<file path="src/rtl/clock_display_if.sv">
// clock_display_if: time input strobe and multiplexed 7-segment outputs of clock_display.
//   hours/minutes/seconds/time_valid : binary time and one-cycle valid strobe (master -> slave)
//   an/seg/dp/err                    : active-low digit enables, segments {g..a}, colon, sticky error (slave -> master)
interface clock_display_if;
  logic [4:0] hours;
  logic [5:0] minutes;
  logic [5:0] seconds;
  logic       time_valid;
  logic [5:0] an;
  logic [6:0] seg;
  logic       dp;
  logic       err;
  modport master (output hours, minutes, seconds, time_valid, input an, seg, dp, err);
  modport slave  (input hours, minutes, seconds, time_valid, output an, seg, dp, err);
endinterface

</file>
<file path="src/rtl/clock_display.sv">
// clock_display: captures HH:MM:SS, converts to BCD and scans six common-anode 7-segment digits with a blinking colon.
//   clk, rst : clock and asynchronous active-high reset
//   bus      : clock_display_if.slave (time strobe in, an/seg/dp/err out)
//   DIGIT_CYCLES : clk cycles per digit slot (>= 2), first cycle of each slot is blanked
//   Define CLOCK_DISP_LZB_EN to blank the hours-tens digit when it is zero.
module clock_display #(
  parameter int DIGIT_CYCLES = 5
) (
  input logic            clk,
  input logic            rst,
  clock_display_if.slave bus
);
  localparam int DW = $clog2(DIGIT_CYCLES);
  localparam logic [DW-1:0] LAST = DW'(DIGIT_CYCLES - 1);
  logic [4:0] hrs_q, hrs_d;
  logic [5:0] min_q, min_d, sec_q, sec_d;
  logic colon_q, colon_d, err_q, err_d, conv_q, conv_d;
  logic [0:5][3:0] bcd_q, bcd_d;
  logic [DW-1:0] dwell_q, dwell_d;
  logic [2:0] idx_q, idx_d;
  logic [5:0] an_q, an_d;
  logic [6:0] seg_q, seg_d;
  logic dp_q, dp_d, ok, blank;
  // Compare chain for tens; ones uses mod-16 arithmetic since v - 10*tens is always 0..9.
  function automatic logic [7:0] split(input logic [5:0] v);
    logic [3:0] t;
    t = v >= 6'd50 ? 4'd5 : v >= 6'd40 ? 4'd4 : v >= 6'd30 ? 4'd3 :
        v >= 6'd20 ? 4'd2 : v >= 6'd10 ? 4'd1 : 4'd0;
    return {t, v[3:0] - t * 4'd10};
  endfunction
  function automatic logic [6:0] seg7(input logic [3:0] d);
    case (d)
      4'd0: return 7'b1000000;
      4'd1: return 7'b1111001;
      4'd2: return 7'b0100100;
      4'd3: return 7'b0110000;
      4'd4: return 7'b0011001;
      4'd5: return 7'b0010010;
      4'd6: return 7'b0000010;
      4'd7: return 7'b1111000;
      4'd8: return 7'b0000000;
      4'd9: return 7'b0010000;
      default: return 7'b1111111;
    endcase
  endfunction
  always_comb begin
    ok = bus.time_valid && bus.hours <= 5'd23 && bus.minutes <= 6'd59 && bus.seconds <= 6'd59;
    hrs_d = ok ? bus.hours : hrs_q;
    min_d = ok ? bus.minutes : min_q;
    sec_d = ok ? bus.seconds : sec_q;
    colon_d = colon_q ^ ok;
    err_d = err_q | (bus.time_valid & ~ok);
    conv_d = ok;
    bcd_d = conv_q ? {split({1'b0, hrs_q}), split(min_q), split(sec_q)} : bcd_q;
    dwell_d = dwell_q == LAST ? '0 : dwell_q + DW'(1);
    idx_d = dwell_q != LAST ? idx_q : idx_q == 3'd5 ? 3'd0 : idx_q + 3'd1;
`ifdef CLOCK_DISP_LZB_EN
    blank = dwell_d == '0 || (idx_d == 3'd0 && bcd_q[0] == 4'd0);
`else
    blank = dwell_d == '0;
`endif
    // Outputs follow the next-state scan position so they line up with idx/dwell.
    an_d = blank ? 6'b111111 : ~(6'b100000 >> idx_d);
    seg_d = seg7(bcd_q[idx_d]);
    dp_d = !(dwell_d != '0 && colon_q && (idx_d == 3'd1 || idx_d == 3'd3));
  end
  always_ff @(posedge clk or posedge rst) begin
    if (rst) begin
      hrs_q <= '0;
      min_q <= '0;
      sec_q <= '0;
      colon_q <= 1'b0;
      err_q <= 1'b0;
      conv_q <= 1'b0;
      bcd_q <= '0;
      dwell_q <= '0;
      idx_q <= '0;
      an_q <= 6'b111111;
      seg_q <= 7'b1111111;
      dp_q <= 1'b1;
    end else begin
      hrs_q <= hrs_d;
      min_q <= min_d;
      sec_q <= sec_d;
      colon_q <= colon_d;
      err_q <= err_d;
      conv_q <= conv_d;
      bcd_q <= bcd_d;
      dwell_q <= dwell_d;
      idx_q <= idx_d;
      an_q <= an_d;
      seg_q <= seg_d;
      dp_q <= dp_d;
    end
  end
  assign bus.an = an_q;
  assign bus.seg = seg_q;
  assign bus.dp = dp_q;
  assign bus.err = err_q;
endmodule

</file>
<file path="src/flat_wrapper.sv">
// flat-port wrapper written by rule: the top's interface ports become plain ports
module clock_display_flat 
#(
  parameter int DIGIT_CYCLES = 5
)
  (clk, rst, bus_hours, bus_minutes, bus_seconds, bus_time_valid, bus_an, bus_seg, bus_dp, bus_err);
  clock_display_if bus_i ();
  input logic clk;
  input logic rst;
  input wire logic [$bits(bus_i.hours)-1:0] bus_hours;
  input wire logic [$bits(bus_i.minutes)-1:0] bus_minutes;
  input wire logic [$bits(bus_i.seconds)-1:0] bus_seconds;
  input wire logic [$bits(bus_i.time_valid)-1:0] bus_time_valid;
  output wire logic [$bits(bus_i.an)-1:0] bus_an;
  output wire logic [$bits(bus_i.seg)-1:0] bus_seg;
  output wire logic [$bits(bus_i.dp)-1:0] bus_dp;
  output wire logic [$bits(bus_i.err)-1:0] bus_err;
  assign bus_i.hours = bus_hours;
  assign bus_i.minutes = bus_minutes;
  assign bus_i.seconds = bus_seconds;
  assign bus_i.time_valid = bus_time_valid;
  assign bus_an = bus_i.an;
  assign bus_seg = bus_i.seg;
  assign bus_dp = bus_i.dp;
  assign bus_err = bus_i.err;
  clock_display #(.DIGIT_CYCLES(DIGIT_CYCLES)) u_core (.clk(clk), .rst(rst), .bus(bus_i));
endmodule
</file>
<file path="config.mk">
export PLATFORM = sky130hd
export DESIGN_NAME = clock_display_flat
export DESIGN_NICKNAME = d
export VERILOG_FILES = /design/src/rtl/clock_display_if.sv /design/src/rtl/clock_display.sv /design/src/flat_wrapper.sv
export SDC_FILE = /design/constraint.sdc
export NUM_CORES = 1
export LEC_CHECK = 0
export ABC_AREA = 1
export ABC_CLOCK_PERIOD_IN_PS = 5600
export CORE_ASPECT_RATIO = 1.25
export CORE_MARGIN = 4
export CORE_UTILIZATION = 45
export DETAILED_ROUTE_END_ITERATION = 6
export HOLD_SLACK_MARGIN = 0.02
export PLACE_DENSITY = 0.67
export SETUP_SLACK_MARGIN = 0.1
export SYNTH_ARGS = -nofsm -noshare
export SYNTH_HDL_FRONTEND = slang
export SYNTH_SLANG_ARGS = --single-unit
export TNS_END_PERCENT = 100
</file>
<file path="constraint.sdc">
create_clock -name clk -period 5.6 [get_ports clk]
set_clock_uncertainty 0.2 [all_clocks]
set_input_delay 1.4 -clock clk [delete_from_list [all_inputs] [get_ports clk]]
set_output_delay 1.4 -clock clk [all_outputs]
set_load 0.01 [all_outputs]
</file>
### Yosys cells after proc, flatten, opt, wreduce, memory -nomap -nowiden

Memory sizes are Yosys's and may differ from the RTL's. A register that Yosys moved wholly into a read port is not among the register bits.
Cells that the tools add are included.

* output and inout bits: 15
* memories kept: 1
* logic and storage cells: 87
* memory bits (read-only): 112
* flip-flop bits (word level): 57
* input port bits: 20

Memories
* (name not given): words 16, width 7, read ports 1, clocked after Yosys merged registers in 1, wr ports 0, RTL line clock_display.sv:32 `case (d)`

* reductions and logical operators: 9
* order comparisons: 19
* add/subtract/negate cells: 5
* shift operators: 1
* multiply operators: 3
* mux-type cells: 22
* equal/unequal tests: 5
* bitwise operators: 6

Operators with widths (number)
* $mux 4: 14
* $ge 6x5->1 const B: 4
* $ge 6x6->1 const B: 4
* $bmux 4 s3: 1
* $ge 5x6->1 const B: 2
* $ge 6x4->1 const B: 2
* $le 6x6->1 const B: 2
* $mul 4x3->3 const B: 3
* $sub 4x4->4: 3
* $ge 5x5->1 const B: 2
* $mux 3: 3
* $add 3x1->3 const B: 2
* $eq 3x3->1 const B: 2
* $mux 6: 1
* $not 6->6: 1
* $shr 6x3->6 const A: 1
* $ge 5x4->1 const B: 1
* $le 5x5->1 const B: 1
* $logic_and 1x1->1: 5
* $ge 4x4->1 const B: 1
* $not 3->4: 1
* $eq 3x1->1 const B: 1
* $eq 3x2->1 const B: 1
* $logic_not 3->1: 1
* other kinds (9): 11

### Depth between registers and ports, before layout

* depth after elaboration: 8
* mapped depth: 18
* gate-level depth less buffers: 17

### Least setup slack after synthesis

OpenSTA, ideal clock, no wires.

* path type: input-to-reg
* start point: in bus_hours[3]
* end point: reg u_core.hrs_q[1]
* cell stages on the path: 7
* path buffers: 1
* arrival time: 2.330 ns
* slack: 2.938 ns
* data required time: 5.268 ns
* setup time: 0.132 ns
* cells stage by stage: inv_1 o21ai_0 a41oi_1 nand2_2 clkinv_1 clkbuf_1 o21ai_0

* cells in the longest elaborated chain, start to end: 4

RTL lines
* start: declaration: RTL line flat_wrapper.sv:10 `input wire logic [$bits(bus_i.hours)-1:0] bus_hours;`
* $le 5x5->1: RTL line clock_display.sv:47 `ok = bus.time_valid && bus.hours <= 5'd23 && bus.minutes <= 6'd59 && bus.seconds <= 6'd59;`
* $logic_and 1x1->1 (3 in a row): RTL line clock_display.sv:47
* end signal: assignment: RTL line clock_display.sv:82 `hrs_q <= hrs_d;`
* end: declaration: RTL line clock_display.sv:15 `logic [4:0] hrs_q, hrs_d;`

Every way passes these cells.
A chain may end at the register's enable or synchronous reset.

### Final worst setup path

* start point: in bus_hours[3]
* end point: reg u_core.hrs_q[2]

Same word-level chain as after synthesis.

==> impl.org <==
** Global routing
- The number of global-route vias before repair was 2263.
- Grt total ovfl :: 0
- The initial antenna violation count is 0.
- Global-route wire length before repair :: 9680 um
- In the global route stage, overall resource usage came out at 15.6%.
- Maximum number of pins on one net before global-route repair :: 61

** Hold path
- The min-delay analysis places its worst path in the category reg -> reg.
- Worst Hold Depth :: 1
- In this run the most critical hold path is launched from u_core.bus.err.

** STA
- At the pin with the least slew margin, the transition time is 0.710 ns.
- Post-route worst hold slack :: 0.263 ns
- RSZ-0062 raised after global routing :: false
- The number of slew-limit violations in the final report was 0.
- Portion of the clock cycle consumed by the worst path in the final layout :: 55.7%
- Setup total negative slack on the finished layout was measured at 0 ns.
- Achievable frequency :: 321 MHz
- Normalized max-slew margin :: 52.7%
- Finish-stage setup viols :: 0
- The number of failing hold endpoints at the final stage came to 0.
- Final critical-path required period :: 3.12 ns

** Setup path
- Crit end category :: flop
- The setup path with the least slack is of type in -> reg.
- Largest fanout on the critical path :: 28
- Worst Path Arrival :: 3.13 ns
- STA puts the critical path data required time at 5.61 ns.
- In this run the critical register-to-register path is launched from u_core.dwell_q[0].
- Crit path cell chain :: clkdlybuf4s50_1, inv_1, o21ai_0, a41oi_1, nand2_2, clkinv_1, nand2_1, o21ai_0
- For this design, the slowest cell found on the critical path is clkinv_1.
- Critical path launch point type :: input port
- The worst register-to-register path ends at u_core.bus.seg[3].
- Tracing the worst setup path back leads to its startpoint at bus_hours[3].
- Among the stages of the critical path, the cell type that occurs most often is o21ai_0.
- In this run the worst setup path terminates at u_core.hrs_q[2].
- Counting cells, the worst reg-to-reg path comes to 15.
- Across all register-to-register paths, the minimum setup slack is 3.14 ns.
- Delay of the slowest critical-path stage :: 0.50 ns

** Route
- Via count :: 2322
- DRC viols :: 0
- Dividing the detail-routed wire length by the instance count gives 11.3 um.
- Number of nets with antenna violations after detailed routing :: 0
- After detailed routing, the number of vias per cell comes to 4.72.
- Post-Route WL :: 5580 um
- For this run, the detailed router's first-pass iteration total came to 4.
- In this run, the number of DRC markers left after iteration 0 of detailed routing was 98.

** Floorplanning
- The initial utilization of the core area, before any placement, comes to 46.0%.
- Die width :: 81.3 um
- Number of top-level pins :: 35
- Rows :: 33
- Overall die height :: 99.6 um
- The floorplan step defined a die boundary enclosing 0.00810 mm^2.
- Core footprint :: 0.00657 mm^2

** Logic synthesis
- The number of nets in the synthesized netlist is 395.
- Register bit total from synthesis :: 60
- A synthesized cell averages 8.35 um^2.
- After technology mapping, the gate count stands at 362.
- Unique masters post-synth :: 29
- Summing every instance area after synthesis gives 0.00302 mm^2.
- Sequential cells were found to cover 50.2% of the synthesized design area.
- The Yosys step of the flow raised 0 warnings.

** Placed design
- HPWL reported at the end of detailed placement :: 4170 um
- Post-placement cell count :: 477
- The count of buffers added on input and output ports is 34.
- GPL Wtd Cong :: 0.797

** Clocking
- H-tree lvl count :: 3
- Hold_buf cts :: 0
- Number of buffers on the longest clock path :: 2
- Setup Buffers After CTS :: 0
- TritonCTS created 9 clock buffers.
- The number of gates resized after CTS was 0.
- Clock Root Buffer :: clkbuf_8
- TritonCTS built the clock tree.
- Clock tree synthesis found a total of 60 sinks.
- CTS clock-pin slew for the worst setup and hold paths :: 0.06 ns
- Worst-skew pair later-pin latency :: 0.34 ns

** Layout
- The repair_antennas step left the layout with diodes totalling 0.
- Net count reported at finish :: 434
- Most frequent standard cell in the layout excluding fill and tap cells :: nand2_1
- Post-synthesis to final-layout area growth :: 19.0%
- After filler insertion, the fill cell instance count of the layout stands at 615.
- Leaving out filler cells and counting taps, the final layout contains 492.
- Leading cell types in the layout, fill and taps excluded :: 125 x nand2_1, 46 x dfrtp_1, 38 x inv_1, 38 x o21ai_0, 34 x clkdlybuf4s50_1
- In the final layout, the share of cells above drive strength 1 is 12.1%.

** Outcome
- Run status :: complete, no violations

** Power and ir drop
- Max VDD drop :: 0.168 mV
- Pleak :: 1.80 nW
- Total power density per cell area :: 342 mW/mm^2

** Flow run
- Across the run, the number of max-cap violations was 0.
-- flip-flops by register name (all words and copies together) (netlist names) --
signal,count
u_core.bcd_q,20
u_core.bus.an,6
u_core.bus.dp,1
u_core.bus.err,1
u_core.bus.seg,7
u_core.colon_q,1
u_core.conv_q,1
u_core.dwell_q,3
u_core.hrs_q,5
u_core.idx_q,3
u_core.min_q,6
u_core.sec_q,6
-- where the power goes --
part | switching [mW] | internal [mW]
registers | 0.0466 | 0.545
clock network | 0.158 | 0.156
logic | 0.171 | 0.152
total | 0.376 | 0.853
-- stage by stage --
step / util, % / total power [mW] / cell area, um^2 / setup slack (ns)
after floorplan: - / 0.803 / 3020 / 2.54
after global placement: 52.5 / 0.921 / 3450 / 2.20
after detailed placement: 52.5 / 0.928 / 3450 / 2.09
after CTS: 54.8 / 1.24 / 3600 / 2.44
after global routing: 54.8 / 1.32 / 3600 / 2.22
final: 54.8 / 1.23 / 3600 / 2.48
-- critical path, delay by kind of cell --
family,cells,cell delay (ns)
and+or+nand+nor,2,0.39
buffers and inverters,3,0.99
AOI/OAI and AO/OA,3,0.34
-- kinds of logic (layout without fill, tap and decap cells) --
kind of cell	Yosys count	count (layout)	share of synthesized area, %
XOR/XNOR	4	4	1.16
AO/OA/AOI/OAI	50	50	9.02
adder cells (fa/ha/maj)	13	13	5.88
buffers and inverters	50	93	6.46
flip-flops	60	60	50.2
AND/OR/NAND/NOR	185	185	27.2
-- cell usage after synthesis (all sizes together) --
library cell    n  area, um^2
a41oi           1        8.76
dfstp          14         368
a21o            1        7.51
and3            1        6.26
ha             11         138
xor2            2        17.5
fa              2        40.0
nand3b          5        37.5
inv            42         158
o21bai          2        15.0
nand3          23         128
buf             1        11.3
dfrtp          46        1150
nand2         137         564
nor3            1        5.00
nor2           14        57.6
o21ai          39         206
a21oi           7        35.0
xnor2           2        17.5
clkbuf          6        22.5
nand4           2        12.5
or2             2        12.5
clkinv          1        3.75
-- layer usage --
| layer | wire length [um] | vias to the layer above | GRT usage (%) | share of wire (%) |
|---|---|---|---|---|
| met1 | 2420 | 1028 | 17.6 | 43 |
| met4 | 172 | 0 | 9.36 | 3.1 |
| li1 | - | 1226 | - | - |
| met2 | 2740 | 54 | 26.0 | 49 |
| met3 | 249 | 14 | 3.80 | 4.5 |
| met5 | 0 | - | 0 | 0 |
-- cell type report --
type / instances / area, um^2 / share of cell area (%)
Inverter: 43 / 161 / 4.49
Clock inverter: 3 / 15.0 / 0.418
Multi-Input combinational cell: 252 / 1310 / 36.4
Tap cell: 87 / 109 / 3.03
Sequential cell: 60 / 1520 / 42.2
Clock buffer: 12 / 135 / 3.76
Timing Repair Buffer: 35 / 348 / 9.67
-- worst min-delay path by stage --
stage          slack, ns        endpoint
2_1_floorplan       0.22   u_core.bus.dp
5_1_grt             0.29  u_core.bus.err
6_report            0.26  u_core.bus.err
3_3_place_gp        0.25  u_core.bus.err
4_1_cts             0.26  u_core.bus.err
3_5_place_dp        0.25  u_core.bus.err
Note: power is estimated with default switching activity, not from simulation.
